## src/rtl/seq_detect_pkg.sv

```systemverilog
// rtl/seq_detect_pkg.sv - shared types, defaults and mask helpers for the pattern detector
package seq_detect_pkg;

  localparam int DEF_PAT_W = 8;
  localparam int DEF_CNT_W = 4;
  localparam bit LEN_ZERO_IS_MAX = 1'b1;

  typedef enum logic [1:0] {
    ST_IDLE = 2'b00,
    ST_LOAD = 2'b01,
    ST_RUN  = 2'b10,
    ST_DONE = 2'b11
  } state_t;

  // A 3-bit length field cannot express 8 directly, so 0 stands in for it.
  function automatic logic [3:0] eff_len(input logic [2:0] len);
    if (len == 3'd0) begin
      eff_len = LEN_ZERO_IS_MAX ? 4'd8 : 4'd0;
    end else begin
      eff_len = {1'b0, len};
    end
  endfunction

  function automatic logic [DEF_PAT_W-1:0] len_to_mask(input logic [2:0] len);
    logic [DEF_PAT_W-1:0] m;
    logic [3:0]           n;
    n = eff_len(len);
    for (int i = 0; i < DEF_PAT_W; i++) begin
      m[i] = (4'(i) < n);
    end
    return m;
  endfunction

endpackage

```

## src/rtl/seq_shift_cmp.sv

```systemverilog
// rtl/seq_shift_cmp.sv - serial window, bits-seen counter and masked pattern compare
module seq_shift_cmp
  import seq_detect_pkg::*;
#(
  parameter int PAT_W = DEF_PAT_W
) (
  input  logic             clk,
  input  logic             rst_n,
  input  logic             clear,
  input  logic             shift_en,
  input  logic             bit_in,
  input  logic [PAT_W-1:0] pattern,
  input  logic [2:0]       len,
  output logic             hit
);

  logic [PAT_W-1:0]     window_q, window_d;
  logic [3:0]           seen_q, seen_d;
  logic [DEF_PAT_W-1:0] mask_full;
  logic [PAT_W-1:0]     mask;

  always_comb begin
    window_d = window_q;
    seen_d   = seen_q;
    if (clear) begin
      window_d = '0;
      seen_d   = 4'd0;
    end else if (shift_en) begin
      window_d = {window_q[PAT_W-2:0], bit_in};
      seen_d   = (seen_q == 4'd8) ? seen_q : seen_q + 4'd1;
    end
  end

  // Compare against the post-shift window so the hit lines up with the completing bit.
  always_comb begin
    mask_full = len_to_mask(len);
    mask      = mask_full[PAT_W-1:0];
    hit       = shift_en && !clear && (seen_d >= eff_len(len)) &&
                ((window_d & mask) == (pattern & mask));
  end

  always_ff @(posedge clk) begin
    if (rst_n) begin
      window_q <= '0;
      seen_q   <= 4'd0;
    end else begin
      window_q <= window_d;
      seen_q   <= seen_d;
    end
  end

endmodule

```

## src/rtl/seq_detect_ctrl.sv

```systemverilog
// rtl/seq_detect_ctrl.sv - run controller: load/run/done sequencing, hit counting and budget
module seq_detect_ctrl
  import seq_detect_pkg::*;
#(
  parameter int PAT_W = DEF_PAT_W,
  parameter int CNT_W = DEF_CNT_W
) (
  input  logic             clk,
  input  logic             rst_n,
  input  logic             start,
  input  logic             stop,
  input  logic [PAT_W-1:0] cfg_pattern,
  input  logic [2:0]       cfg_len,
  input  logic [CNT_W-1:0] cfg_hits,
  input  logic             bit_in,
  input  logic             bit_valid,
  output logic             busy,
  output logic             match,
  output logic [CNT_W-1:0] hit_count,
  output logic             done
);

  localparam logic [CNT_W-1:0] CNT_MAX = '1;

  state_t           state_q, state_d;
  logic [PAT_W-1:0] pat_q, pat_d;
  logic [2:0]       len_q, len_d;
  logic [CNT_W-1:0] hits_q, hits_d;
  logic [CNT_W-1:0] hit_count_q, hit_count_d;
  logic [CNT_W-1:0] cnt_inc;
  logic             match_q, match_d;
  logic             clear, shift_en, hit;

  assign clear    = (state_q == ST_LOAD);
  assign shift_en = (state_q == ST_RUN) && bit_valid;
  assign cnt_inc  = (hit_count_q == CNT_MAX) ? hit_count_q : hit_count_q + 1'b1;

  seq_shift_cmp #(.PAT_W(PAT_W)) u_shift_cmp (
    .clk      (clk),
    .rst_n    (rst_n),
    .clear    (clear),
    .shift_en (shift_en),
    .bit_in   (bit_in),
    .pattern  (pat_q),
    .len      (len_q),
    .hit      (hit)
  );

  always_comb begin
    state_d     = state_q;
    pat_d       = pat_q;
    len_d       = len_q;
    hits_d      = hits_q;
    hit_count_d = hit_count_q;
    match_d     = 1'b0;
    unique case (state_q)
      ST_IDLE: begin
        if (start && !stop) state_d = ST_LOAD;
      end
      ST_LOAD: begin
        pat_d       = cfg_pattern;
        len_d       = cfg_len;
        hits_d      = cfg_hits;
        hit_count_d = '0;
        state_d     = stop ? ST_IDLE : ST_RUN;
      end
      ST_RUN: begin
        // An abort swallows any hit landing in the same cycle.
        if (stop) begin
          state_d = ST_IDLE;
        end else if (hit) begin
          match_d     = 1'b1;
          hit_count_d = cnt_inc;
          if (hits_q != '0 && cnt_inc == hits_q) state_d = ST_DONE;
        end
      end
      ST_DONE: begin
        if (stop)       state_d = ST_IDLE;
        else if (start) state_d = ST_LOAD;
      end
      default: state_d = ST_IDLE;
    endcase
  end

  always_ff @(posedge clk) begin
    if (rst_n) begin
      state_q     <= ST_IDLE;
      pat_q       <= '0;
      len_q       <= 3'd0;
      hits_q      <= '0;
      hit_count_q <= '0;
      match_q     <= 1'b0;
    end else begin
      state_q     <= state_d;
      pat_q       <= pat_d;
      len_q       <= len_d;
      hits_q      <= hits_d;
      hit_count_q <= hit_count_d;
      match_q     <= match_d;
    end
  end

  assign busy      = (state_q == ST_LOAD) || (state_q == ST_RUN);
  assign done      = (state_q == ST_DONE);
  assign match     = match_q;
  assign hit_count = hit_count_q;

endmodule

```

## config.mk

```make
export PLATFORM = sky130hd
export DESIGN_NAME = seq_detect_ctrl
export DESIGN_NICKNAME = d
export VERILOG_FILES = /design/src/rtl/seq_detect_pkg.sv /design/src/rtl/seq_shift_cmp.sv /design/src/rtl/seq_detect_ctrl.sv
export SDC_FILE = /design/constraint.sdc
export NUM_CORES = 1
export LEC_CHECK = 0
export CORE_MARGIN = 8
export CORE_UTILIZATION = 45
export CTS_BUF_LIST = sky130_fd_sc_hd__clkbuf_16
export DETAILED_ROUTE_END_ITERATION = 6
export GPL_ROUTABILITY_DRIVEN = 0
export HOLD_SLACK_MARGIN = 0.03
export PLACE_DENSITY = 0.68
export SLEW_MARGIN = 10
export SYNTH_ARGS = -nofsm -noshare
export SYNTH_HDL_FRONTEND = slang
export SYNTH_HIERARCHICAL = 1
export SYNTH_SLANG_ARGS = --single-unit
```

## constraint.sdc

```tcl
create_clock -name clk -period 5.5 [get_ports clk]
set_clock_uncertainty 0.1 [all_clocks]
set_input_delay 1.1 -clock clk [delete_from_list [all_inputs] [get_ports clk]]
set_output_delay 1.1 -clock clk [all_outputs]
set_load 0.02 [all_outputs]
```

==> results of run 1 <==
==> kinds of logic after synthesis <==
group / Yosys count / synth area share (%)
compound gates: 34 / 11.7
xor+xnor: 14 / 6.35
fa+ha+maj: 11 / 7.12
buf+inv: 22 / 5.76
flops: 34 / 35.2
mux: 28 / 14.8
simple gates: 80 / 19.1
==> registers in the layout, summed over array words and instances, names as in the netlist <==
| register | flops |
|---|---|
| pat_q | 8 |
| u_shift_cmp/window_q | 8 |
| hit_count | 4 |
| hits_q | 4 |
| u_shift_cmp/seen_q | 4 |
| len_q | 3 |
| state_q | 2 |
| match | 1 |
==> power by group <==
part	switching, mW	internal (mW)
clock network	0.101	0.258
registers	0.0355	0.277
logic	0.126	0.113
total	0.262	0.647
==> per-stage QoR <==
stage	setup WS, ns	power (mW)
global placement	1.09	0.549
global route	0.944	0.956
finish	1.17	0.909
floorplan	1.66	0.492
CTS	1.18	0.917
detailed placement	1.01	0.551
==> cells in the mapped netlist, types with 2 or more instances <==
master     count
or2_2          2
dfxtp_1       34
o21ai_0        7
mux2i_1       27
clkbuf_1       6
nand2b_1       5
buf_2          3
xor2_1         5
a21oi_1        9
and3_1         2
nand2_1       14
nor3_1         5
o211ai_1       2
xnor2_1        9
a2111oi_0      2
o22ai_1        3
ha_1          11
nor2_1        42
inv_1         10
==> cell type report <==
cell class,instances,area (um2),share of cell area [%]
sequential,34,681,28.4
inverter,10,37.5,1.57
timing repair buffer,29,285,11.9
clock inverter,3,63.8,2.66
multi-input combinational,167,1140,47.5
tap,52,65.1,2.71
clock buffer,5,125,5.22
==> layer usage <==
metal  vias up  GRT usage [%]  part of all wire (%)
met5         -              0                     0
met4         0           5.54                   1.4
met3         7           3.61                   6.6
met2        53           20.3                    45
met1       751           17.7                    47
li1        810              -                     -
==> worst max path at each step <==
stage          startpoint    endpoint  cells past startpoint
6_report        bit_valid  state_q[1]                     17
3_5_place_dp    bit_valid  state_q[1]                     17
2_1_floorplan   bit_valid  state_q[0]                     17
3_3_place_gp    bit_valid  state_q[0]                     17
5_1_grt         bit_valid  state_q[0]                     17
4_1_cts         bit_valid  state_q[1]                     17
==> critical path, cell delays in order <==
cell	delay (ns)
clkdlybuf4s50_1	0.45
and2_1	0.12
buf_4	0.22
o21ai_0	0.14
xnor2_1	0.16
nand2b_1	0.09
ha_1	0.28
nand2b_1	0.09
a2111oi_0	0.09
nor4b_1	0.25
o211ai_1	0.14
a21oi_1	0.12
and4_1	0.24
o41ai_1	0.09
a2111oi_0	0.43
a31oi_1	0.22
mux2i_1	0.16
==> impl_results.md, run 1 <==
* Outcome: finished clean
* FILL cells at 402
* Final Cell Area at 0.00240 mm2
* Pwr Density at 379 mW/mm2
* Synth Warn # at 6
* Maximum vdd ir drop at 0.000236 V
* Clock Latency Late Sink at 0.27 ns
* Vias at 1621
* Synthesized flop and latch total at 34
* Die area at 0.00665 mm2
* Share of layout cells above drive strength 1 at 6.45%
* Antenna violations before repair at 0
* Clock buffer depth at 2
* R2R Setup Slk at 1.67 ns
* Die Ht at 81.5 um
* # diodes at 0
* H-Tree Depth at 2
* Count of cells resized by post-cts repair at 0
* Setup Fix Bufs, Post-CTS at 0
* Root Driver: clkbuf_16
* RSZ-0062 raised after global routing: false
* RR Startpoint: state_q[0]
* Area Overhead vs Synth at 24.1%
* Hold_sp: u_shift_cmp/window_q[0]
* Drt pass-1 iters at 4
* Number of remaining DRC errors at 0
* Io pins at 28
* PortBufs at 27
* Final Cycle Share at 78.7%
* Nets at 279
* Final slew viol count at 0
* Critical path endpoint category: flip-flop
* Fmax at 231 MHz
* Routed wire length at 4.19 mm
* Fin Hold WS at 0.398 ns
* Wirelength per Cell at 14.0 um
* Setup CP Type: in -> reg
* Largest net degree at the start of global routing at 26
* Total track usage at 13.4%
* Synth unique cells at 44
* Leak at 0.923 nW
* Vias in the first global route at 1569
* Tmin final at 4.33 ns
* WHS Endpoint: u_shift_cmp/window_q[0]
* Crit Path Max Fanout at 13
* R2R depth at 18
* Die W at 81.5 um
* Finished Core Util at 56.6%
* Initial Util at 45.6%
* Top cells by area, synth: dfxtp_1 35%, mux2i_1 14%, nor2_1 8.2%
* Final hold vios at 0
* Final setup TNS at 0 ns
* Commonest cells after routing, fill and taps aside: 42 x nor2_1, 34 x dfxtp_1, 27 x mux2i_1, 27 x clkdlybuf4s50_1, 14 x nand2_1
* RR Endpoint: state_q[1]
* Cell Area, Placed at 0.00221 mm2
* Hold crit path type: reg -> reg
* Worst slew margin at 39.8%
* Startpoint types: input port
* Post-synth ARST share at 0%
* Worst Tran Pin Value at 0.901 ns
* Commonest non-fill, non-tap cell in the layout: nor2_1
* Cells after DPL at 292
* CTS Hold Bufs at 0
* Register area share after synthesis at 35.2%
* Number of CTS-inserted buffers at 5
* 1st-iter DRT viols at 158
* TritonCTS Sinks at 34
* CTS tree: yes
* Main synth FF type: dfxtp_1
* Row cnt at 24
* DR vias/cell at 5.40
* Cells on Worst Hold Path at 2
* MaxCap Viol Count at 0
* WP data arrival at 4.38 ns
* Leading area contributor after synthesis: dfxtp_1
* Syn_nets at 255
* First-pass GRT wire length at 7.08 mm
* Worst path required time at 5.55 ns
* Mapped Area at 0.00193 mm2
* Synthesized instance count at 223
* Number of enable flip-flop cells after synthesis at 0
* Final Setup Violations at 0
* Synthesized area per cell at 8.66 um2
* CTS clk-pin slew, worst paths at 0.05 ns
* Global route overflow at 0
* HPWL Detailed at 3.01 mm
* Post-route ant nets at 0
* CORE AREA at 0.00423 mm2
* Share of the synthesized area in the top cell type at 35.2%
* Final Non-Filler Cells at 300
Note: power is estimated with default switching activity, not from simulation.
==> run 2: changes to the inputs <==
--- a/config.mk
+++ b/config.mk
@@ -11,7 +11,7 @@
 export DETAILED_ROUTE_END_ITERATION = 6
 export GPL_ROUTABILITY_DRIVEN = 0
 export HOLD_SLACK_MARGIN = 0.03
-export PLACE_DENSITY = 0.68
+export PLACE_DENSITY = 0.71
 export SLEW_MARGIN = 10
 export SYNTH_ARGS = -nofsm -noshare
 export SYNTH_HDL_FRONTEND = slang
==> constraint.sdc (replaced) <==
create_clock -name clk -period 3.7 [get_ports clk]
set_clock_uncertainty 0.1 [all_clocks]
set_input_delay 0.74 -clock clk [delete_from_list [all_inputs] [get_ports clk]]
set_output_delay 0.74 -clock clk [all_outputs]
set_load 0.02 [all_outputs]
==> run 2 against run 1 <==
Critical path depth stayed put; non-clock buffer count increased by 6; combinational power is 53% higher; critical path type is now reg -> reg; critical endpoint unchanged; largest power group is now registers.
==> impl_results.md, run 2 (same netlist as run 1, synthesis figures left out) <==
* Setup Fix Bufs, Post-CTS at 0 (unchanged)
* P_sw at 394 uW (+50%)
* TritonCTS Sinks at 34 (unchanged)
* Io pins at 28 (unchanged)
* Largest net degree at the start of global routing at 26 (unchanged)
* Commonest non-fill, non-tap cell in the layout: nor2_1
* Count of cells resized by post-cts repair at 0 (unchanged)
* Nets at 285 (+2.2%)
* Global route overflow at 0 (unchanged)
* Initial Util at 45.6% (unchanged)
* Drt pass-1 iters at 4 (unchanged)
* Startpoint types: flip-flop
* MaxCap Viol Count at 0 (unchanged)
* Final Setup Violations at 0 (unchanged)
* Slowest CP cell: dfxtp_1
* Post-route ant nets at 0 (unchanged)
* DR vias/cell at 5.16 (-4.6%)
* WP data arrival at 3.45 ns (-0.93 ns)
* Hold_sp: u_shift_cmp/window_q[0]
* Cell Int Power at 832 uW (+29%)
* Number of CTS-inserted buffers at 5 (unchanged)
* Share of layout cells above drive strength 1 at 11.8% (+5.4 points)
* Total track usage at 13.3% (-0.14 points)
* Seq pwr share at 37.9% (+3.6 points)
* Fmax at 295 MHz
* Cells on Worst Hold Path at 2 (unchanged)
* Crit Path Max Fanout at 6 (-7)
* Root Driver: clkbuf_16
* Routed wire length at 4.00 mm (-4.4%)
* R2R depth at 17 (-1)
* Clock Latency Late Sink at 0.28 ns (about the same)
* CORE AREA at 0.00423 mm2 (unchanged)
* 1st-iter DRT viols at 66 (-58%)
* WHS Endpoint: u_shift_cmp/window_q[0]
* Die W at 81.5 um (unchanged)
* Setup CP Type: reg -> reg
* Area Overhead vs Synth at 27.4%
* RR Startpoint: state_q[0]
* Final Cycle Share at 91.6%
* PortBufs at 27 (unchanged)
* Worst slew margin at 59.8% (+20 points)
* Clock buffer depth at 2 (unchanged)
* Final slew viol count at 0 (unchanged)
* R2R Setup Slk at 0.31 ns (-1.36 ns)
* # diodes at 0 (unchanged)
* H-Tree Depth at 2 (unchanged)
* CP peak stage delay at 0.34 ns (-0.11 ns)
* PnR worst setup slack at 0.312 ns (-0.859 ns)
* Clock share of power at 32.3% (-7.1 points)
* Switching Fraction at 32.1% (+3.3 points)
* Tmin final at 3.39 ns
* Dpl ws at -0.263 ns (-1.27 ns)
* FILL cells at 385 (-4.2%)
* Final hold vios at 0 (unchanged)
* HPWL Detailed at 3.00 mm (-0.30%)
* RSZ-0062 raised after global routing: false
* Die Ht at 81.5 um (unchanged)
* Antenna violations before repair at 0 (unchanged)
* Worst Tran Pin Value at 0.600 ns (-0.300 ns)
* Row cnt at 24 (unchanged)
* CTS tree: yes
* Critical path endpoint category: flip-flop
* Cell mode on critical path: a2111oi_1
* Vias at 1578 (-2.7%)
* Vias in the first global route at 1509 (-3.8%)
* First-pass GRT wire length at 6.90 mm (-2.5%)
* CTS clk-pin slew, worst paths at 0.05 ns (about the same)
* Design Power at 1.23 mW (+35%)
* Top flop regs: pat_q: 8 flops, u_shift_cmp/window_q: 8 flops
* Worst path required time at 3.76 ns (-1.79 ns)
* Leak at 0.944 nW (+2.3%)
* Crit path cell chain: inv_1 > ha_4 > and2_4 > buf_6 > nand4_1 > xor2_2 > nor2_2 > ha_2 > a2111oi_1 > nor4b_1 > o211ai_1 > a21oi_1 > and4_4 > o41ai_2 > a2111oi_1 > a31oi_1 > mux2i_1
* Combinational share of power at 29.7% (+3.5 points)
* Wirelength per Cell at 13.1 um (-6.3%)
* Outcome: finished clean
* Pwr Density at 498 mW/mm2 (+31%)
* CTS Hold Bufs at 0 (unchanged)
* Commonest cells after routing, fill and taps aside: 40 x nor2_1, 34 x dfxtp_1, 27 x mux2i_1
* Number of remaining DRC errors at 0 (unchanged)
* Hold crit path type: reg -> reg
* Die area at 0.00665 mm2 (unchanged)
* RR Endpoint: state_q[1]
* Maximum vdd ir drop at 0.000299 V (+27%)
==> run 2: changes by cell type in the layout (fill, tap and decap cells not counted), moves of 2 or more <==
cell / delta
buf_4: +4
a2111oi_0: -2
a2111oi_1: +2
bufinv_16: -2
ha_1: -2
nor2_1: -2
==> run 2: layout make-up <==
| type | count | area (um2) | share of cell area, % |
|---|---|---|---|
| timing repair buffer | 35 | 349 | 14.2 |
| inverter | 10 | 37.5 | 1.53 |
| clock buffer | 5 | 125 | 5.08 |
| sequential | 34 | 681 | 27.7 |
| clock inverter | 3 | 16.3 | 0.661 |
| tap | 52 | 65.1 | 2.64 |
| multi-input combinational | 167 | 1190 | 48.2 |
==> run 2: layer usage <==
metal | GRT usage [%] | vias to the layer above | wire [um]
li1 | - | 823 | -
met1 | 17.7 | 718 | 2010
met2 | 19.1 | 31 | 1700
met3 | 4.38 | 6 | 218
met4 | 5.89 | 0 | 68
met5 | 0 | - | 0
==> run 2: through the flow <==
stage          hold WS, ns  TNS (ns)  area, um2  cells  util (%)
2_1_floorplan        0.360         0       1930    223         -
3_3_place_gp         0.384    -0.366       2270    298      53.5
3_5_place_dp         0.392    -0.961       2270    298      53.5
4_1_cts              0.404         0       2410    306      56.9
5_1_grt              0.429         0       2460    306      58.1
6_report             0.400         0       2460    306      58.1
==> run 2: how the worst max path moves through the flow <==
stage / startpoint / end / slack, ns
floorplan: bit_valid / state_q[0] / 0.22
global placement: bit_valid / state_q[0] / -0.13
detailed placement: bit_valid / state_q[0] / -0.26
CTS: bit_valid / state_q[0] / 0.002
global route: state_q[0] / state_q[0] / 0.008
finish: state_q[0] / state_q[1] / 0.31
==> run 2: power groups by stage <==
| stage | clock network, mW | registers, mW | logic, mW |
|---|---|---|---|
| 2_1_floorplan | 0 | 0.454 | 0.278 |
| 3_3_place_gp | 0 | 0.469 | 0.354 |
| 3_5_place_dp | 0 | 0.470 | 0.357 |
| 4_1_cts | 0.409 | 0.462 | 0.359 |
| 5_1_grt | 0.426 | 0.472 | 0.406 |
| 6_report | 0.396 | 0.465 | 0.365 |
==> run 2: worst max-delay path: cells and delay by family (launching register included) <==
kind                       cells  cell delay [ns]
and+or+nand+nor                5             0.97
AOI/OAI and AO/OA              6             0.85
adders and majority gates      2             0.38
DFF                            1             0.34
buffers and inverters          2             0.26
muxes                          1             0.14
xor gates and xnor gates       1             0.22
